`config.mk`:
```
export PLATFORM = sky130hd
export DESIGN_NAME = mem_ctrl_flat
export DESIGN_NICKNAME = d
export VERILOG_FILES = /design/src/rtl/mem_ctrl_if.sv /design/src/rtl/mem_ctrl.sv /design/src/flat_wrapper.sv
export SDC_FILE = /design/constraint.sdc
export NUM_CORES = 1
export LEC_CHECK = 0
export ABC_AREA = 1
export CAP_MARGIN = 20
export CELL_PAD_IN_SITES_DETAIL_PLACEMENT = 0
export CELL_PAD_IN_SITES_GLOBAL_PLACEMENT = 1
export CORE_ASPECT_RATIO = 0.8
export CORE_UTILIZATION = 30
export DETAILED_ROUTE_END_ITERATION = 8
export PLACE_DENSITY_LB_ADDON = 0.1
export SETUP_SLACK_MARGIN = 0.15
export SLEW_MARGIN = 30
export SYNTH_ARGS = -nofsm -noshare
export SYNTH_HDL_FRONTEND = slang
export SYNTH_SLANG_ARGS = --single-unit
```
`constraint.sdc`:
```
create_clock -name clk -period 2.9 [get_ports clk]
set_input_delay 0.58 -clock clk [delete_from_list [all_inputs] [get_ports clk]]
set_output_delay 0.58 -clock clk [all_outputs]
set_load 0.01 [all_outputs]
```
`src/rtl/mem_ctrl_if.sv`:
```
// Request/response and RAM-bus bundle between the cache/LSU side, mem_ctrl and the byte RAM.
// Pure wiring, no latency.
// Backpressure is req_valid/req_ready; the response and RAM bus carry no backpressure.
interface mem_ctrl_if #(
    parameter int ADDR_W = 17
);
    logic              req_valid;
    logic              req_ready;
    logic              req_wr;
    logic [1:0]        req_sel;
    logic [ADDR_W-1:0] req_addr;
    logic [31:0]       req_wdata;
    logic              resp_valid;
    logic [31:0]       resp_rdata;
    logic              resp_err;
    logic [ADDR_W-1:0] mem_a;
    logic [7:0]        mem_dout;
    logic [7:0]        mem_din;
    logic              mem_wr;

    // Cache/LSU side: issues requests, consumes responses, and models the RAM data return.
    modport master (
        output req_valid, req_wr, req_sel, req_addr, req_wdata, mem_din,
        input  req_ready, resp_valid, resp_rdata, resp_err, mem_a, mem_dout, mem_wr
    );

    // Controller side.
    modport slave (
        input  req_valid, req_wr, req_sel, req_addr, req_wdata, mem_din,
        output req_ready, resp_valid, resp_rdata, resp_err, mem_a, mem_dout, mem_wr
    );
endinterface

```
`src/rtl/mem_ctrl.sv`:
```
// Byte-serial memory controller: splits byte/half/word requests into little-endian RAM byte cycles.
// Latency: write N+1 cycles, read N+2 cycles, null/rejected 1 cycle from accept to resp_valid.
// Backpressure: req_ready only in IDLE, one request in flight; optional MEM_CTRL_ALIGN_CHECK_EN rejects misaligned accesses.
module mem_ctrl #(
    parameter int ADDR_W = 17
) (
    input  logic      clk,
    input  logic      rst,
    mem_ctrl_if.slave bus
);

    typedef enum logic [1:0] {
        IDLE    = 2'd0,
        ISSUE   = 2'd1,
        CAPTURE = 2'd2,
        DONE    = 2'd3
    } state_t;

    state_t            state;
    state_t            state_nxt;

    // Request latched at accept; later changes on the request inputs are ignored.
    logic              wr_q;
    logic [1:0]        sel_q;
    logic [ADDR_W-1:0] addr_q;
    logic [31:0]       wdata_q;

    logic [1:0]        idx;       // byte index currently on the RAM bus
    logic [1:0]        last_idx;  // N-1 for the latched size
    logic [31:0]       acc;       // read bytes gathered so far
    logic [31:0]       acc_merged;
    logic [1:0]        cap_idx;
    logic              cap_en;
    logic [31:0]       rdata_q;   // holds across idle cycles, only resp_valid qualifies it
    logic [7:0]        wdata_byte;
    logic              accept;
    logic              misalign;

    logic              ready_c;
    logic              resp_vld_c;
    logic [ADDR_W-1:0] mem_a_c;
    logic [7:0]        mem_dout_c;
    logic              mem_wr_c;

`ifdef MEM_CTRL_ALIGN_CHECK_EN
    logic              err_q;
    assign misalign = ((bus.req_sel == 2'b10) && bus.req_addr[0]) ||
                      ((bus.req_sel == 2'b11) && (bus.req_addr[1:0] != 2'b00));
    assign bus.resp_err = (state == DONE) && err_q;
`else
    assign misalign     = 1'b0;
    assign bus.resp_err = 1'b0;
`endif

    assign accept = bus.req_valid && ready_c;

    // Size decode and read-byte merge: byte k arrives the cycle after its address was driven.
    always_comb begin
        last_idx = 2'd0;
        case (sel_q)
            2'b10:   last_idx = 2'd1;
            2'b11:   last_idx = 2'd3;
            default: last_idx = 2'd0;
        endcase
        wdata_byte = wdata_q[{idx, 3'b000} +: 8];
        cap_en     = !wr_q && (((state == ISSUE) && (idx != 2'd0)) || (state == CAPTURE));
        cap_idx    = (state == CAPTURE) ? last_idx : (idx - 2'd1);
        acc_merged = acc;
        acc_merged[{cap_idx, 3'b000} +: 8] = bus.mem_din;
    end

    // State register.
    always_ff @(posedge clk) begin
        if (!rst) begin
            state <= IDLE;
        end else begin
            state <= state_nxt;
        end
    end

    // Next-state and bus outputs; the RAM bus is only driven during ISSUE.
    always_comb begin
        state_nxt  = state;
        ready_c    = 1'b0;
        resp_vld_c = 1'b0;
        mem_a_c    = '0;
        mem_dout_c = 8'h00;
        mem_wr_c   = 1'b0;
        case (state)
            IDLE: begin
                ready_c = 1'b1;
                if (bus.req_valid) begin
                    state_nxt = ((bus.req_sel == 2'b00) || misalign) ? DONE : ISSUE;
                end
            end
            ISSUE: begin
                mem_a_c    = addr_q + ADDR_W'(idx);
                mem_wr_c   = wr_q;
                mem_dout_c = wr_q ? wdata_byte : 8'h00;
                if (idx == last_idx) begin
                    state_nxt = wr_q ? DONE : CAPTURE;
                end
            end
            CAPTURE: begin
                state_nxt = DONE;
            end
            DONE: begin
                resp_vld_c = 1'b1;
                state_nxt  = IDLE;
            end
            default: begin
                state_nxt = IDLE;
            end
        endcase
    end

    // Request latch, byte counter, read assembly and response data register.
    always_ff @(posedge clk) begin
        if (!rst) begin
            wr_q    <= 1'b0;
            sel_q   <= 2'b00;
            addr_q  <= '0;
            wdata_q <= 32'h0;
            idx     <= 2'd0;
            acc     <= 32'h0;
            rdata_q <= 32'h0;
        end else begin
            if (accept) begin
                wr_q    <= bus.req_wr;
                sel_q   <= bus.req_sel;
                addr_q  <= bus.req_addr;
                wdata_q <= bus.req_wdata;
                idx     <= 2'd0;
                acc     <= 32'h0;
            end else if (state == ISSUE) begin
                idx <= idx + 2'd1;
            end
            if (cap_en) begin
                acc <= acc_merged;
            end
            // Only a read leaves through CAPTURE; writes, nulls and rejects respond with zero.
            if (state_nxt == DONE) begin
                rdata_q <= (state == CAPTURE) ? acc_merged : 32'h0;
            end
        end
    end

`ifdef MEM_CTRL_ALIGN_CHECK_EN
    // Remember whether the accepted request was rejected for alignment.
    always_ff @(posedge clk) begin
        if (!rst) begin
            err_q <= 1'b0;
        end else if (accept) begin
            err_q <= misalign;
        end
    end
`endif

    assign bus.req_ready  = ready_c;
    assign bus.resp_valid = resp_vld_c;
    assign bus.resp_rdata = rdata_q;
    assign bus.mem_a      = mem_a_c;
    assign bus.mem_dout   = mem_dout_c;
    assign bus.mem_wr     = mem_wr_c;

endmodule

```
`src/flat_wrapper.sv`:
```
// flat-port wrapper written by rule: the top's interface ports become plain ports
module mem_ctrl_flat 
#(
    parameter int ADDR_W = 17
)
  (clk, rst, bus_req_valid, bus_req_wr, bus_req_sel, bus_req_addr, bus_req_wdata, bus_mem_din, bus_req_ready, bus_resp_valid, bus_resp_rdata, bus_resp_err, bus_mem_a, bus_mem_dout, bus_mem_wr);
  mem_ctrl_if #(.ADDR_W(ADDR_W)) bus_i ();
  input  logic clk;
  input  logic rst;
  input wire logic [$bits(bus_i.req_valid)-1:0] bus_req_valid;
  input wire logic [$bits(bus_i.req_wr)-1:0] bus_req_wr;
  input wire logic [$bits(bus_i.req_sel)-1:0] bus_req_sel;
  input wire logic [$bits(bus_i.req_addr)-1:0] bus_req_addr;
  input wire logic [$bits(bus_i.req_wdata)-1:0] bus_req_wdata;
  input wire logic [$bits(bus_i.mem_din)-1:0] bus_mem_din;
  output wire logic [$bits(bus_i.req_ready)-1:0] bus_req_ready;
  output wire logic [$bits(bus_i.resp_valid)-1:0] bus_resp_valid;
  output wire logic [$bits(bus_i.resp_rdata)-1:0] bus_resp_rdata;
  output wire logic [$bits(bus_i.resp_err)-1:0] bus_resp_err;
  output wire logic [$bits(bus_i.mem_a)-1:0] bus_mem_a;
  output wire logic [$bits(bus_i.mem_dout)-1:0] bus_mem_dout;
  output wire logic [$bits(bus_i.mem_wr)-1:0] bus_mem_wr;
  assign bus_i.req_valid = bus_req_valid;
  assign bus_i.req_wr = bus_req_wr;
  assign bus_i.req_sel = bus_req_sel;
  assign bus_i.req_addr = bus_req_addr;
  assign bus_i.req_wdata = bus_req_wdata;
  assign bus_i.mem_din = bus_mem_din;
  assign bus_req_ready = bus_i.req_ready;
  assign bus_resp_valid = bus_i.resp_valid;
  assign bus_resp_rdata = bus_i.resp_rdata;
  assign bus_resp_err = bus_i.resp_err;
  assign bus_mem_a = bus_i.mem_a;
  assign bus_mem_dout = bus_i.mem_dout;
  assign bus_mem_wr = bus_i.mem_wr;
  mem_ctrl #(.ADDR_W(ADDR_W)) u_core (.clk(clk), .rst(rst), .bus(bus_i));
endmodule
```
==> flow_summary_export.csv <==
group,metric,value,unit
critical_path,crit_chain,"ha_4, fa_2, nand2_2, nor2_4, nand2_4, nor2_4, buf_4, nand2_1, o21ai_0, a21oi_1, buf_2",
critical_path,critPathMaxFanout,4,
critical_path,cp.required,2320,ps
hold_path,hp-class,"flip-flop to flip-flop",
detailed_routing,wl_met3,718,microns
critical_path,critical-path-slowest-cell,"fa_2",
global_route,grt_max_degree,70,
placement,gp_congestion,0.805,
timing,finalMaxSlewViolations,0,
floorplan,rows,44,
layout,layout.nets,1036,
layout,fillerInstances,1874,
global_route,antenna_found_initial,0,
floorplan,die_x,155,microns
layout,drive_gt1_frac,0.106,
yosys,syn_area,5610,sq um
layout,area_delta_synth_final,40.5,%
yosys,yosysTopAreaCellShare,0.428,
yosys,yosys.area.top_type,"dfxtp_1",
yosys,yosysSeqAreaShare,0.428,
floorplan,initial_core_util,0.308,
critical_path,worstPathArrival,2140,ps
yosys,syn_avg_cell_area,6.67,sq um
layout,stdcell_count,1232,
placement,dpl-instance-area,7070,sq um
global_route,gr-total-overflow,0,
critical_path,crit_path_frequent_cell,"nor2_4",
yosys,ys_async_sr_fraction,0,
job,max_cap_violations,0,
floorplan,num_io_pins,124,
placement,io_buffers,122,
clock_network,cts_tree,"yes",
timing,slew_headroom,0.477,
placement,dp.cells,1189,
critical_path,start_kind,"flip-flop",
placement,post-dp-hpwl,11.1,mm
detailed_routing,via_per_inst,4.53,
clock_network,clock_path_buffers,2,
critical_path,end_kind,"output port",
yosys,synth-edff-count,0,
timing,fin_worst_skew,9.86,ps
global_route,grt_pass1_wl,27.6,mm
detailed_routing,drt-met1-wl,9.23,mm
yosys,yosys_warnings,0,
timing,hold_viol,0,
floorplan,dieArea,19300,sq um
clock_network,cts_num_sinks,120,
yosys,syn_nets,911,
detailed_routing,drt_pre_antenna_iters,4,
timing,finalCriticalPeriod,2720,ps
pwr,ir_drop,0.000387,V
detailed_routing,dr.first_iter.drc_count,324,
yosys,synth_cell_types,32,
floorplan,die_y,124,microns
yosys,yosys_most_used_dff,"dfxtp_1",
floorplan,core_area,18200,sq um
timing,worst_slew_pin_slew,784,ps
clock_network,path_clk_slew,60,ps
detailed_routing,wl_met2,6.86,mm
global_route,grt_pass1_vias,5394,
status,status,"finished clean",
critical_path,worstSetupPathType,"flip-flop to output port",
detailed_routing,ant_nets,0,
layout,antennaDiodeCount,0,
clock_network,insertion_delay,420,ps
timing,fin_crit_sh,0.939,
clock_network,cts_buffers,17,
yosys,synth_area_leaders,"dfxtp_1 43%, nand2_1 15%, nor2_1 9.8%",
detailed_routing,wl_per_cell,13.7,microns
detailed_routing,routed_wl,16.9,mm
clock_network,cts_root_buf,"clkbuf_16",
timing,setup_viol,0,
layout,fin_area,7890,sq um
yosys,ys_seq_elements,120,
pwr,power.density,753,nW/um^2
detailed_routing,vias,5585,
timing,finalSetupTns,0,ps
timing,rsz0062_at_grt,"true",
timing,timing.fmax,367,MHz
yosys,syn_inst,841,
pwr,p_leak,3.13,nW
detailed_routing,drc,0,
global_route,grt_usage,0.181,
detailed_routing,top_layer,"met4",
critical_path,max_stage_delay,350,ps
clock_network,htree_levels,4,
power breakdown:
| group | total, mW | internal, mW | switching (mW) |
|---|---|---|---|
| combinational | 1.55 | 0.539 | 1.01 |
| sequential | 1.92 | 1.82 | 0.104 |
| clock | 2.47 | 1.68 | 0.786 |
sequential cells by signal, indices dropped and copies added (netlist names):
name and count:
u_core.wr_q 1, u_core.addr_q 17, u_core.state 2, u_core.wdata_q 32
u_core.bus.resp_rdata 32, u_core.acc 32, u_core.idx 2, u_core.sel_q 2
timing repair:
| action | in CTS | in global routing |
|---|---|---|
| resized for setup | 36 | 26 |
| hold buffers | 0 | 0 |
| hold endpoints to repair | 0 | 0 |
| buffers inserted | 4 | 7 |
| endpoints found under the setup margin | 18 | 39 |
| pin swaps | 6 | 4 |
cell usage after synthesis (2+ instances only):
| cell | number |
|---|---|
| nor3b_1 | 2 |
| clkbuf_1 | 28 |
| inv_1 | 37 |
| nand2_4 | 2 |
| buf_6 | 5 |
| nor2_1 | 147 |
| nor3_1 | 13 |
| clkinv_1 | 2 |
| o21ai_0 | 78 |
| buf_2 | 10 |
| a211oi_1 | 2 |
| buf_1 | 2 |
| nand2_1 | 230 |
| nand4_1 | 9 |
| inv_2 | 5 |
| dfxtp_1 | 120 |
| a21oi_1 | 93 |
| nand3_1 | 33 |
| nand2_2 | 4 |
| ha_1 | 6 |
| buf_4 | 2 |
critical path: cells and delay by family (launching register included):
kind | cells | cell delay (ps)
adder cells (fa/ha/maj) | 2 | 510
buffers and inverters | 2 | 280
AND/OR/NAND/NOR | 5 | 380
flip-flops | 1 | 340
AO/OA/AOI/OAI | 2 | 220
cell families after synthesis:
| kind of cell | Yosys count | share of synthesized area |
|---|---|---|
| buffers and inverters | 92 | 0.0722 |
| AND/OR/NAND/NOR | 443 | 0.319 |
| flip-flops | 120 | 0.428 |
| other | 1 | 0.000668 |
| adder cells (fa/ha/maj) | 7 | 0.0169 |
| AO/OA/AOI/OAI | 177 | 0.162 |
| XOR/XNOR | 1 | 0.00156 |
cells in the final DEF (no fill, tap or decap), types with 4 or more instances in the layout:
cell type and n:
nor3_1 11, ha_1 5, nand2_4 4, bufinv_16 6, nand2_1 225, nor2_4 4, buf_4 28, o21ai_0 76
nand3_1 33, clkdlybuf4s50_1 106, a21oi_1 93, dfxtp_1 117, inv_1 36, nand2_2 7, inv_2 5, clkbuf_16 17
dlygate4sd2_1 6, clkbuf_2 5, nand4_1 9, nor2_1 143
worst paths after layout:
check                                               start                   endpoint  slack [ps]  cells after the start
worst max-delay path                        u_core.idx[0]              bus_mem_a[10]         180                     11
worst min-delay path            u_core.bus.resp_rdata[23]  u_core.bus.resp_rdata[23]         460                      2
worst max register to register              u_core.idx[1]  u_core.bus.resp_rdata[16]         390                     14
worst min register to register  u_core.bus.resp_rdata[23]  u_core.bus.resp_rdata[23]         460                      2
cell type report:
type,instances,area [sq um],share of cell area
Tap cell,253,317,0.0401
Clock buffer,21,470,0.0597
Clock inverter,11,218,0.0276
Multi-Input combinational cell,629,2880,0.365
Inverter,45,175,0.0222
Timing Repair Buffer,153,1420,0.180
Sequential cell,120,2410,0.305
metrics by stage:
stage / worst slack, ps / utilization / power [mW] / hold WS, ps
floorplan: 159 / - / 2.95 / 440
global route: 54.0 / 0.433 / 6.29 / 477
detailed placement: 125 / 0.388 / 3.47 / 453
global placement: 118 / 0.388 / 3.48 / 452
CTS: 12.8 / 0.429 / 5.96 / 461
finish: 176 / 0.433 / 5.94 / 461
routing by layer:
metal,up-vias,global-route usage
met5,-,0
met3,14,0.0459
met2,109,0.255
met1,2494,0.267
met4,0,0.0507
li1,2968,-
Note: power is estimated with default switching activity, not from simulation.
